[src/rtl/i2s_tdm_rx.sv]
// I2S / TDM serial audio receiver: deserialises one bit per in_valid cycle into
// channel-tagged, MSB-aligned parallel samples with framing-error reporting.
module i2s_tdm_rx #(
  parameter int unsigned DATA_W   = 32,
  parameter int unsigned SLOT_W   = 32,
  parameter int unsigned CHANNELS = 2,
  parameter int unsigned MODE     = 0
) (
  input  logic              clk,
  input  logic              rst,
  input  logic              in_valid,
  input  logic              WS,
  input  logic              SD,
  output logic              out_valid,
  output logic [2:0]        out_ch,
  output logic [DATA_W-1:0] out_data,
  output logic              frame_end,
  output logic              err
);
  localparam int unsigned CNT_W   = 7;
  localparam int unsigned SLOT_CW = 4;
  localparam bit          IS_TDM  = (MODE != 0);

  localparam logic [CNT_W-1:0]   DATA_LIM  = CNT_W'(DATA_W);
  localparam logic [CNT_W-1:0]   SLOT_LAST = CNT_W'(SLOT_W - 1);
  localparam logic [SLOT_CW-1:0] CH_LAST   = SLOT_CW'(CHANNELS - 1);
  localparam logic [SLOT_CW-1:0] CH_DONE   = SLOT_CW'(CHANNELS);
  localparam logic [DATA_W-1:0]  MSB_ONE   = DATA_W'(1) << (DATA_W - 1);

  typedef enum logic [1:0] {IDLE, SYNC, RECV} state_e;

  state_e               state_q, state_d;
  logic                 ws_q, ws_d;
  logic                 vld_q;
  logic [CNT_W-1:0]     cnt_q, cnt_d;
  logic [SLOT_CW-1:0]   slot_q, slot_d;
  logic [DATA_W-1:0]    sr_q, sr_d;
  logic                 out_valid_q, out_valid_d;
  logic [2:0]           out_ch_q, out_ch_d;
  logic [DATA_W-1:0]    out_data_q, out_data_d;
  logic                 frame_end_q, frame_end_d;
  logic                 err_q, err_d;
  logic [DATA_W-1:0]    bit_one;
  logic [DATA_W-1:0]    captured;
  logic                 early_sync;

  // Bits are dropped straight into their MSB-aligned position, so short words
  // come out already left-justified and zero-padded.
  always_comb begin
    state_d     = state_q;
    ws_d        = ws_q;
    cnt_d       = cnt_q;
    slot_d      = slot_q;
    sr_d        = sr_q;
    out_valid_d = 1'b0;
    out_ch_d    = out_ch_q;
    out_data_d  = out_data_q;
    frame_end_d = 1'b0;
    err_d       = 1'b0;
    bit_one     = SD ? (MSB_ONE >> cnt_q) : '0;
    captured    = (cnt_q < DATA_LIM) ? (sr_q | bit_one) : sr_q;
    early_sync  = WS && (slot_q != CH_DONE) &&
                  !((slot_q == CH_LAST) && (cnt_q == SLOT_LAST));

    if (in_valid) begin
      unique case (state_q)
        IDLE: begin
          ws_d    = WS;
          cnt_d   = '0;
          slot_d  = '0;
          sr_d    = '0;
          state_d = IS_TDM ? SYNC : RECV;
        end
        SYNC: begin
          if (WS) begin
            state_d = RECV;
            cnt_d   = '0;
            slot_d  = '0;
            sr_d    = '0;
          end
        end
        RECV: begin
          if (!IS_TDM) begin
            if (WS != ws_q) begin
              out_valid_d = 1'b1;
              out_ch_d    = 3'(ws_q);
              out_data_d  = captured;
              frame_end_d = ws_q;
              ws_d        = WS;
              cnt_d       = '0;
              sr_d        = '0;
            end else begin
              sr_d = captured;
              if (cnt_q < DATA_LIM) cnt_d = cnt_q + CNT_W'(1);
            end
          end else if (early_sync) begin
            // The premature sync bit doubles as the sync for a fresh frame.
            err_d  = 1'b1;
            cnt_d  = '0;
            slot_d = '0;
            sr_d   = '0;
          end else if (cnt_q == SLOT_LAST) begin
            if (slot_q != CH_DONE) begin
              out_valid_d = 1'b1;
              out_ch_d    = 3'(slot_q);
              out_data_d  = captured;
              frame_end_d = (slot_q == CH_LAST);
              slot_d      = slot_q + SLOT_CW'(1);
            end
            if (WS) slot_d = '0;
            cnt_d = '0;
            sr_d  = '0;
          end else if (WS) begin
            slot_d = '0;
            cnt_d  = '0;
            sr_d   = '0;
          end else begin
            sr_d  = captured;
            cnt_d = cnt_q + CNT_W'(1);
          end
        end
        default: state_d = IDLE;
      endcase
    end else if (vld_q) begin
      // Stream ended: I2S flushes a partial word, TDM flags a broken frame.
      state_d = IDLE;
      cnt_d   = '0;
      slot_d  = '0;
      sr_d    = '0;
      if (state_q == RECV) begin
        if (!IS_TDM && (cnt_q != '0)) begin
          out_valid_d = 1'b1;
          out_ch_d    = 3'(ws_q);
          out_data_d  = sr_q;
          frame_end_d = ws_q;
        end else if (IS_TDM && (slot_q != CH_DONE)) begin
          err_d = 1'b1;
        end
      end
    end
  end

  always_ff @(posedge clk or posedge rst) begin
    if (rst) begin
      state_q     <= IDLE;
      ws_q        <= 1'b0;
      vld_q       <= 1'b0;
      cnt_q       <= '0;
      slot_q      <= '0;
      sr_q        <= '0;
      out_valid_q <= 1'b0;
      out_ch_q    <= '0;
      out_data_q  <= '0;
      frame_end_q <= 1'b0;
      err_q       <= 1'b0;
    end else begin
      state_q     <= state_d;
      ws_q        <= ws_d;
      vld_q       <= in_valid;
      cnt_q       <= cnt_d;
      slot_q      <= slot_d;
      sr_q        <= sr_d;
      out_valid_q <= out_valid_d;
      out_ch_q    <= out_ch_d;
      out_data_q  <= out_data_d;
      frame_end_q <= frame_end_d;
      err_q       <= err_d;
    end
  end

  assign out_valid = out_valid_q;
  assign out_ch    = out_ch_q;
  assign out_data  = out_data_q;
  assign frame_end = frame_end_q;
  assign err       = err_q;
endmodule
[config.mk]
export PLATFORM = sky130hd
export DESIGN_NAME = i2s_tdm_rx
export DESIGN_NICKNAME = d
export VERILOG_FILES = /design/src/rtl/i2s_tdm_rx.sv
export SDC_FILE = /design/constraint.sdc
export NUM_CORES = 1
export LEC_CHECK = 0
export ABC_CLOCK_PERIOD_IN_PS = 3000
export CAP_MARGIN = 30
export CELL_PAD_IN_SITES_DETAIL_PLACEMENT = 2
export CELL_PAD_IN_SITES_GLOBAL_PLACEMENT = 2
export CORE_MARGIN = 1.5
export CORE_UTILIZATION = 37
export DETAILED_ROUTE_END_ITERATION = 12
export GPL_TIMING_DRIVEN = 0
export PLACE_DENSITY = 0.82
export RECOVER_POWER = 50
export SLEW_MARGIN = 20
export SYNTH_ARGS = -nofsm -noshare
export SYNTH_HDL_FRONTEND = slang
export SYNTH_SLANG_ARGS = --single-unit
[constraint.sdc]
create_clock -name clk -period 3 [get_ports clk]
set_input_delay 0.75 -clock clk [delete_from_list [all_inputs] [get_ports clk]]
set_output_delay 0.75 -clock clk [all_outputs]
set_load 0.01 [all_outputs]
==> results.sh <==
export IMPL_status="finished, violations left"
export IMPL_violations="capacitance limit, slew limit"
export IMPL_cp_top_family="buffers and inverters"
export IMPL_setup_worst_path_class="input port to flip-flop"
export IMPL_internal_power_mw=1.684
export IMPL_rr_endpoint="out_data[8]$_DFFE_PP0P_"
export IMPL_ys_warn_count=0
export IMPL_drv_cap=1
export IMPL_cp_cell_sequence="dlygate4sd3_1 -> inv_1 -> ha_1 -> nand3_1 -> o21ai_1 -> clkbuf_1 -> nand2_1 -> o21ai_0"
export IMPL_via_count=2443
export IMPL_power_total_mw=2.315
export IMPL_synth_area_per_cell_sq_um=11.55
export IMPL_synth_most_common_cell="dfrtp_1"
export IMPL_tns_ps=0
export IMPL_synthTopCellsByCount="dfrtp_1, inv_1, nand2_1"
export IMPL_dp_hpwl_um=6039
export IMPL_start_kind="input port"
export IMPL_cts_reportedPaths_clkPinSlew_ps=80
export IMPL_whs_ps=492.0
export IMPL_post_drt_wl_per_cell_um=18.76
export IMPL_setup_viol=0
export IMPL_power_leakage_nw=2.144
export IMPL_synth_ff_type="dfrtp_1"
export IMPL_ctsHoldBuffers=0
export IMPL_period_needed_ps=2725
export IMPL_min_period_over_period_pct=90.85
export IMPL_finalHoldViolCount=0
export IMPL_io_buffers=39
export IMPL_cts_root_buf="clkbuf_8"
export IMPL_critPathSlowestCell="dlygate4sd3_1"
export IMPL_start_util_pct=37.98
export IMPL_grt_pass1_vias=2693
export IMPL_slew_viol_final=38
export IMPL_post_cts_repair_setup_buffers=0
export IMPL_synth_top_area_share_pct=55.44
export IMPL_die_h_um=99.93
export IMPL_ir_drop_mv=0.2668
export IMPL_drc=0
export IMPL_r2r_worst_path_cells=7
export IMPL_syn_area_sq_um=3476
export IMPL_drt_total_wl_um=8797
export IMPL_finalClockSkew_ps=8.110
export IMPL_grt_ovfl_total=0
export IMPL_clk_path_buf_depth=2
export IMPL_crit_fanout=10
export IMPL_synth_area_leaders="dfrtp_1, mux2i_1, mux2_4"
export IMPL_hold_path_startpoint="sr_q[28]$_DFFE_PP0P_"
export IMPL_clk_latency_ps=370
export IMPL_multi_input_area_sq_um=1350
export IMPL_diodes=0
export IMPL_grt_start_max_net_pins=42
export IMPL_firstDrtPassIters=4
export IMPL_r2r_start="cnt_q[0]$_DFFE_PP0P_"
export IMPL_cp_data_arrival_time_ps=2990
export IMPL_synthArstFlopShare_pct=100.0
export IMPL_ant_nets=0
export IMPL_worst_slew_pin_slew_ps=1620
export IMPL_hold_end="sr_q[28]$_DFFE_PP0P_"
export IMPL_ys_ff_latch=77
export IMPL_worstPathRequired_ps=3270
export IMPL_area_growth_pct=22.07
export IMPL_relSlewSlack_pct=-8.583
export IMPL_hold_depth=2
export IMPL_die_w_um=99.93
export IMPL_power_share_clock_pct=39.0
export IMPL_cts_made_buffers=9
export IMPL_slowest_delay_ps=530
export IMPL_hp_class="flip-flop to flip-flop"
export IMPL_antenna_found_initial=0
export IMPL_dpl_worst_slack_ps=18.15
export IMPL_routed_via_density=5.209
export IMPL_cts_resized=0
export IMPL_drt_iter0_drc=89
export IMPL_register_area_sq_um=1927
export IMPL_r2r_setup_slack_ps=760
export IMPL_num_rows=35
export IMPL_grt_pass1_wl_um=14550
export IMPL_drive_gt1_share_pct=13.41
export IMPL_synth_top_cell_by_area="dfrtp_1"
export IMPL_fin_util_pct=46.36
export IMPL_switching_share_pct=27.23
export IMPL_rsz0062_at_grt="no"
export IMPL_path_buf_inv=3
export IMPL_track_usage_pct=19.40
export IMPL_core_sq_um=9153
export IMPL_nets=362
export IMPL_pwr_share_comb_pct=13.9
export IMPL_end_kind="flip-flop"
export IMPL_synth_edff_count=0
export IMPL_io_pins=43
export IMPL_sequentialPowerShare_pct=47.1
export IMPL_yosysSeqAreaShare_pct=55.44
export IMPL_setup_ws_ps=274.5
export IMPL_fill_cells=948
export IMPL_cts_tree="yes"
export IMPL_switching_power_uw=630.3
export IMPL_dieArea_sq_um=9985
export IMPL_cts_htree_levels=3
export IMPL_synth_cell_types=43
export IMPL_p_per_area_nw_per_um2=545.6
export IMPL_max_freq_ghz=0.3669
export IMPL_clock_sinks=77
export IMPL_gp_congestion=0.7935
export IMPL_synth_cells=301
-- worst max-delay path by stage --
stage / slack [ps] / depth (start not counted) / to / start
6_report: 270 / 8 / sr_q[23]$_DFFE_PP0P_ / WS
5_1_grt: 100 / 8 / sr_q[23]$_DFFE_PP0P_ / WS
4_1_cts: 330 / 8 / sr_q[23]$_DFFE_PP0P_ / WS
3_5_place_dp: 20 / 8 / cnt_q[4]$_DFFE_PP0P_ / WS
3_3_place_gp: -1030 / 2 / cnt_q[3]$_DFFE_PP0P_ / rst
2_1_floorplan: 280 / 1 / cnt_q[0]$_DFFE_PP0P_ / rst
-- cell type report --
cell class / instances / share of cell area [%]
inverter: 26 / 2.330
multi-input combinational: 185 / 31.82
timing repair buffer: 40 / 9.378
buffer: 15 / 2.566
clock inverter: 5 / 1.976
clock buffer: 10 / 3.244
tap: 111 / 3.273
sequential: 77 / 45.41
-- stage by stage --
step	cells	area, sq um
CTS	469	4257
detailed placement	454	4035
floorplan	303	3483
finish	469	4243
global placement	453	4013
global route	469	4243
-- worst reg2reg max path: stages, from the launching register on --
cell and delay (ps):
dfrtp_1 470, inv_1 160, ha_1 160, nor4b_2 200, nand2_1 150, a41oi_4 470, buf_12 210, mux2_4 310
-- kinds of logic after synthesis --
family | Yosys count | share of synthesized area, %
buf+inv | 41 | 5.939
compound gates | 67 | 13.36
fa+ha+maj | 3 | 1.080
mux | 35 | 11.66
flops | 77 | 55.44
other cells | 1 | 0.1079
simple gates | 77 | 12.42
-- state kept, by name (all words and copies together) (netlist names) --
name	flops
cnt_q	7
frame_end	1
out_ch	1
out_data	32
out_valid	1
sr_q	32
state_q	1
vld_q	1
ws_q	1
-- power groups by stage --
stage | clock (mW) | sequential, mW | combinational, mW
finish | 0.902 | 1.09 | 0.323
global route | 0.959 | 1.09 | 0.355
CTS | 0.920 | 1.09 | 0.339
detailed placement | 0 | 1.11 | 0.335
global placement | 0 | 1.11 | 0.323
floorplan | 0 | 1.12 | 0.208
-- layer usage --
| layer | wire [um] | vias to the layer above | track usage (%) |
|---|---|---|---|
| met1 | 4115 | 1254 | 25.65 |
| li1 | - | 1136 | - |
| met5 | 0 | - | 0 |
| met3 | 219 | 12 | 3.621 |
| met4 | 159 | 0 | 7.801 |
| met2 | 4303 | 41 | 31.55 |
-- placed cells by master, fill, tap and decap left out, types with 3 or more instances in the layout --
cell type         n
clkdlybuf4s50_1  23
a21oi_1          20
ha_1              3
nand2_1          23
clkbuf_8         10
dlygate4sd3_1    16
a21o_1           12
nand3_1           4
mux2i_1          21
o21ai_0          11
dfrtp_1          77
mux2_2            4
conb_1            3
nand3b_1          3
buf_4             3
clkbuf_1          6
mux2_4           10
nor2_1           15
buf_6             3
a22o_1           13
and2_1           13
inv_1            25
Power figures use the tool's default switching activity.
